--- src/rtl/ps2_scancode_decoder.sv ---
// PS/2 Set-2 scan-code decoder: folds E0/F0 prefixes into make/break events
// and queues them in a first-word-fall-through FIFO for the keyboard consumer.
module ps2_scancode_decoder #(
  parameter logic [7:0] BREAK_CODE     = 8'hF0,
  parameter logic [7:0] EXT_CODE       = 8'hE0,
  parameter int         FIFO_DEPTH     = 4,
  parameter int         TIMEOUT_CYCLES = 0
) (
  input  logic                          clk,
  input  logic                          reset,
  input  logic                          rx_done_tick,
  input  logic [7:0]                    rx_data,
  input  logic                          evt_ready,
  input  logic                          clear_err,
  output logic                          evt_valid,
  output logic [7:0]                    evt_code,
  output logic                          evt_ext,
  output logic                          evt_break,
  output logic [$clog2(FIFO_DEPTH):0]   fifo_count,
  output logic                          break_flag,
  output logic                          overflow,
  output logic                          proto_err,
  output logic                          timeout_tick
);

  localparam int          AW        = $clog2(FIFO_DEPTH);
  localparam logic [AW:0] DEPTH_C   = (AW+1)'(FIFO_DEPTH);
  localparam logic        TO_EN     = (TIMEOUT_CYCLES > 0);
  localparam int          TO_LAST_I = (TIMEOUT_CYCLES > 0) ? (TIMEOUT_CYCLES - 1) : 0;
  localparam logic [23:0] TO_LAST   = 24'(TO_LAST_I);

  // Bit 1 of the encoding marks a pending break prefix, bit 0 an extended prefix.
  localparam logic [1:0] S_IDLE    = 2'd0;
  localparam logic [1:0] S_EXT     = 2'd1;
  localparam logic [1:0] S_BRK     = 2'd2;
  localparam logic [1:0] S_EXT_BRK = 2'd3;

  logic [1:0]    r_state;
  logic [1:0]    w_state_nxt;
  logic          w_push;
  logic          w_push_ext;
  logic          w_push_brk;
  logic          w_err_set;
  logic          w_to_fire;
  logic          w_bad_byte;
  logic          w_is_prefix;
  logic [23:0]   r_to_cnt;
  logic          r_timeout_tick;

  logic [9:0]    r_mem [FIFO_DEPTH];
  logic [AW-1:0] r_wr_ptr;
  logic [AW-1:0] r_rd_ptr;
  logic [AW:0]   r_count;
  logic          w_full;
  logic          w_pop;
  logic          w_wr;
  logic          w_ovf_set;
  logic          r_overflow;
  logic          r_proto_err;

  assign w_bad_byte  = (rx_data == 8'h00) | (rx_data == 8'hFF);
  assign w_is_prefix = (rx_data == BREAK_CODE) | (rx_data == EXT_CODE);

  // Prefix tracking: decides next state, event push and protocol errors.
  always_comb begin
    w_state_nxt = r_state;
    w_push      = 1'b0;
    w_push_ext  = 1'b0;
    w_push_brk  = 1'b0;
    w_err_set   = 1'b0;
    w_to_fire   = 1'b0;
    if (rx_done_tick) begin
      if (w_bad_byte) begin
        w_err_set   = 1'b1;
        w_state_nxt = S_IDLE;
      end else begin
        case (r_state)
          S_IDLE: begin
            if (rx_data == EXT_CODE) begin
              w_state_nxt = S_EXT;
            end else if (rx_data == BREAK_CODE) begin
              w_state_nxt = S_BRK;
            end else begin
              w_push      = 1'b1;
              w_state_nxt = S_IDLE;
            end
          end
          S_EXT: begin
            if (rx_data == BREAK_CODE) begin
              w_state_nxt = S_EXT_BRK;
            end else if (rx_data == EXT_CODE) begin
              w_state_nxt = S_EXT;
            end else begin
              w_push      = 1'b1;
              w_push_ext  = 1'b1;
              w_state_nxt = S_IDLE;
            end
          end
          S_BRK, S_EXT_BRK: begin
            w_state_nxt = S_IDLE;
            if (w_is_prefix) begin
              w_err_set = 1'b1;
            end else begin
              w_push     = 1'b1;
              w_push_ext = r_state[0];
              w_push_brk = 1'b1;
            end
          end
          default: begin
            w_state_nxt = S_IDLE;
          end
        endcase
      end
    end else if (TO_EN && (r_state != S_IDLE) && (r_to_cnt == TO_LAST)) begin
      w_to_fire   = 1'b1;
      w_state_nxt = S_IDLE;
    end else begin
      w_state_nxt = r_state;
    end
  end

  // State register.
  always_ff @(posedge clk) begin
    if (reset) begin
      r_state <= S_IDLE;
    end else begin
      r_state <= w_state_nxt;
    end
  end

  // Prefix timeout counter; any received byte restarts the wait.
  always_ff @(posedge clk) begin
    if (reset) begin
      r_to_cnt       <= 24'd0;
      r_timeout_tick <= 1'b0;
    end else begin
      r_timeout_tick <= w_to_fire;
      if (!TO_EN || rx_done_tick || (r_state == S_IDLE) || w_to_fire) begin
        r_to_cnt <= 24'd0;
      end else begin
        r_to_cnt <= r_to_cnt + 24'd1;
      end
    end
  end

  assign w_full    = (r_count == DEPTH_C);
  assign w_pop     = evt_ready & (r_count != '0);
  assign w_wr      = w_push & (~w_full | w_pop);
  assign w_ovf_set = w_push & w_full & ~w_pop;

  // Event storage, entries are {ext, brk, code}.
  always_ff @(posedge clk) begin
    if (reset) begin
      for (int i = 0; i < FIFO_DEPTH; i++) begin
        r_mem[i] <= 10'd0;
      end
    end else if (w_wr) begin
      r_mem[r_wr_ptr] <= {w_push_ext, w_push_brk, rx_data};
    end else begin
      r_mem[r_wr_ptr] <= r_mem[r_wr_ptr];
    end
  end

  // FIFO pointers and occupancy; power-of-two depth lets pointers wrap naturally.
  always_ff @(posedge clk) begin
    if (reset) begin
      r_wr_ptr <= '0;
      r_rd_ptr <= '0;
      r_count  <= '0;
    end else begin
      if (w_wr) begin
        r_wr_ptr <= r_wr_ptr + AW'(1);
      end else begin
        r_wr_ptr <= r_wr_ptr;
      end
      if (w_pop) begin
        r_rd_ptr <= r_rd_ptr + AW'(1);
      end else begin
        r_rd_ptr <= r_rd_ptr;
      end
      case ({w_wr, w_pop})
        2'b10:   r_count <= r_count + (AW+1)'(1);
        2'b01:   r_count <= r_count - (AW+1)'(1);
        default: r_count <= r_count;
      endcase
    end
  end

  // Sticky error flags; a new set event beats a simultaneous clear.
  always_ff @(posedge clk) begin
    if (reset) begin
      r_overflow  <= 1'b0;
      r_proto_err <= 1'b0;
    end else begin
      if (w_ovf_set) begin
        r_overflow <= 1'b1;
      end else if (clear_err) begin
        r_overflow <= 1'b0;
      end else begin
        r_overflow <= r_overflow;
      end
      if (w_err_set) begin
        r_proto_err <= 1'b1;
      end else if (clear_err) begin
        r_proto_err <= 1'b0;
      end else begin
        r_proto_err <= r_proto_err;
      end
    end
  end

  assign evt_valid    = (r_count != '0);
  assign evt_code     = r_mem[r_rd_ptr][7:0];
  assign evt_break    = r_mem[r_rd_ptr][8];
  assign evt_ext      = r_mem[r_rd_ptr][9];
  assign fifo_count   = r_count;
  assign break_flag   = r_state[1];
  assign overflow     = r_overflow;
  assign proto_err    = r_proto_err;
  assign timeout_tick = r_timeout_tick;

endmodule

--- config.mk ---
export PLATFORM = sky130hd
export DESIGN_NAME = ps2_scancode_decoder
export DESIGN_NICKNAME = d
export VERILOG_FILES = /design/src/rtl/ps2_scancode_decoder.sv
export SDC_FILE = /design/constraint.sdc
export NUM_CORES = 1
export LEC_CHECK = 0
export ABC_AREA = 1
export CORE_MARGIN = 4
export CORE_UTILIZATION = 55
export DETAILED_ROUTE_END_ITERATION = 16
export GPL_TIMING_DRIVEN = 0
export PLACE_DENSITY = 0.79
export SETUP_SLACK_MARGIN = 0.05
export SLEW_MARGIN = 15
export SYNTH_ARGS = -nofsm -noshare
export SYNTH_HDL_FRONTEND = slang
export SYNTH_SLANG_ARGS = --single-unit
--- constraint.sdc ---
create_clock -name clk -period 2.9 [get_ports clk]
set_clock_uncertainty 0.15 [all_clocks]
set_input_delay 0.725 -clock clk [delete_from_list [all_inputs] [get_ports clk]]
set_output_delay 0.725 -clock clk [all_outputs]
set_load 0.1 [all_outputs]
==> run summary, run 1 <==
status = finished clean
crit path DAT = 2.58 ns
Yosys warnings = 0
Max Cap Violations = 0
initial core utilization = 56.75%
Synth top area share = 48.61%
post-route cell area = 3045 um^2
DRT Pass-1 Iters = 5
most numerous cell in the Yosys netlist = nor2_1
maximum level of the CTS H-tree = 2
Routed Antenna Nets = 0
CTS Sinks = 53
routability cong. = 0.7787
max_slew headroom = 33.87%
Avg Synthesized Cell Area = 9.186 um^2
asr flop ratio synth = 0%
most common library cells after synthesis = 55 x nor2_1, 40 x edfxtp_1, 36 x inv_1, 36 x nand2_1, 27 x o21ai_0
Net Count, Synth = 283
final hold violation count = 0
top_reg_cell synth = edfxtp_1
CP Launch Type = input pin
Req. time, crit path = 2.70 ns
die height = 75.03 um
Setup Crit Path Kind = input pin to register
Yosys reg bits = 53
Layout Utilization = 69.94%
DP Area = 2900 um^2
nets = 320
Setup crit start = rx_data[5]
latest clock arrival within the worst-skew pair = 0.31 ns
Cells after DPL = 350
PortBufs = 29
Post-Synthesis Cells = 269
worst r2r src = fifo_count[2]
clk slew on worst S/H paths = 0.09 ns
Final setup violation count = 0
Pleak = 0.001286 uW
Max Clock Freq = 360.5 MHz
vias in the first global route = 1,861
Die Footprint = 5630 um^2
shortest period the worst path allows = 2.774 ns
Detailed Place HPWL = 3.748 mm
row cnt = 24
dominant cell type by area after synthesis = edfxtp_1
Worst Tran Pin Value = 0.9888 ns
remaining global-route overflow = 0
largest net degree at the start of global routing = 16
area delta synth->final = 23.24%
CTS tree = yes
PD cells = 782.3 nW/um^2
Total GRT Usage = 21.29%
drt initial violations = 132
total power = 2382 uW
critical path peak fanout = 10
fillers = 334
peak supply drop = 0.7167 mV
dominant cells by area after synthesis = edfxtp_1 49%, dfxtp_1 11%, nor2_1 8.4%
I/O pins = 31
final cell count without fillers = 359
Hold Startpoint = proto_err
CORE AREA = 4354 um^2
final WL = 5.661 mm
Distinct cells, synth = 28
clk buf depth = 2
Seq/Total Area, Yosys = 59.14%
via count = 1,942
RSZ-0062 raised after global routing = yes
root buf cell = clkbuf_8
cts bufs inserted = 5
CTS Hold Buffers Added = 0
number of synthesized flops with an enable pin = 40
first-pass GRT wire length = 8.756 mm
routed vias/inst = 5.409
drt wl/cell = 15.77 um
layout cells sized above 1 = 22.80%
HP Class = register to register
ant diodes = 0
cell area after synthesis = 2471 um^2
DRC Markers = 0
Final Max Tran Viols = 0
final period utilization = 95.66%
chip width = 75.03 um
crit path capture type = register
initial antenna violation count = 0
## cells in the final DEF, fill, tap and decap left out, types with 2 or more instances in the layout
cell type	instances
nor2_1	53
edfxtp_1	40
inv_1	36
nand2_1	33
o21ai_0	25
clkdlybuf4s50_1	18
nor2_2	12
o22ai_2	10
buf_2	10
dfxtp_1	10
nand2_2	7
nand3_1	6
clkbuf_8	6
clkbuf_1	5
a21oi_1	4
clkbuf_2	3
inv_2	3
dfxtp_2	3
nor2_4	2
buf_6	2
## stage by stage
step | setup TNS [ns] | hold WS [ns] | setup WS, ns
6_report | 0 | 0.3228 | 0.1259
5_1_grt | 0 | 0.3562 | 0.008793
4_1_cts | 0 | 0.3296 | 0.02396
3_5_place_dp | -18.48 | 0.3112 | -0.4900
3_3_place_gp | -15.57 | 0.2998 | -0.4191
2_1_floorplan | 0 | 0.2857 | 0.07089
## critical path, cell delays in order
cell and delay, ns:
clkdlybuf4s50_1 0.53, inv_1 0.12, nand2_1 0.08, nor2_1 0.06, nand2_2 0.09, nand3_4 0.09
nor2_4 0.13, nand2_1 0.20, o21ai_2 0.54
## per-layer routing
layer	track usage [%]	routed length [um]	share of wire [%]
met2	37.81	2950	52
met4	4.743	68	1.2
met3	5.607	336	5.9
met1	25.94	2306	41
met5	0	0	0
## report_power, final
part           switching [uW]  internal, uW
clock network             238           282
logic                     750           198
registers                26.2           888
## cells by family after synthesis
kind of cell | count (synthesis) | synth area share [%]
compound gates | 47 | 10.63
buf+inv | 50 | 8.405
fa+ha+maj | 1 | 0.8102
other cells | 1 | 0.1518
flops | 53 | 59.14
simple gates | 117 | 20.86
## flip-flops by register name, summed over array words and instances (netlist names), named ones only
signal	cells
r_mem	40
fifo_count	3
r_rd_ptr	2
r_state	2
r_wr_ptr	2
overflow	1
proto_err	1
## final timing paths
| check | slack (ns) | depth (start not counted) | endpoint |
|---|---|---|---|
| max | 0.13 | 9 | r_mem[2][8] |
| min | 0.32 | 2 | proto_err |
| max reg2reg | 0.85 | 6 | r_mem[2][8] |
| min reg2reg | 0.32 | 2 | proto_err |
## layout make-up
class | count | area, um^2 | share of cell area [%]
sequential | 53 | 1465 | 48.11
timing repair buffer | 30 | 265.3 | 8.710
clock inverter | 1 | 30.03 | 0.9860
buffer | 11 | 65.06 | 2.136
inverter | 39 | 146.4 | 4.807
tap | 52 | 65.06 | 2.136
clock buffer | 7 | 86.33 | 2.835
multi-input combinational | 166 | 922.1 | 30.28
## repair_timing
action                     in CTS  in global routing
gates resized for setup        49                 19
setup buffers                   0                  1
setup endpoints to repair      46                 31
pin swaps                       0                  1
(Power assumes the default switching activity.)
==> run 2: changes to the inputs <==
- ABC_CLOCK_PERIOD_IN_PS: unset -> 2900
==> results of run 2 <==
No change in the layout: final DEF, timing and power equal those of run 1.
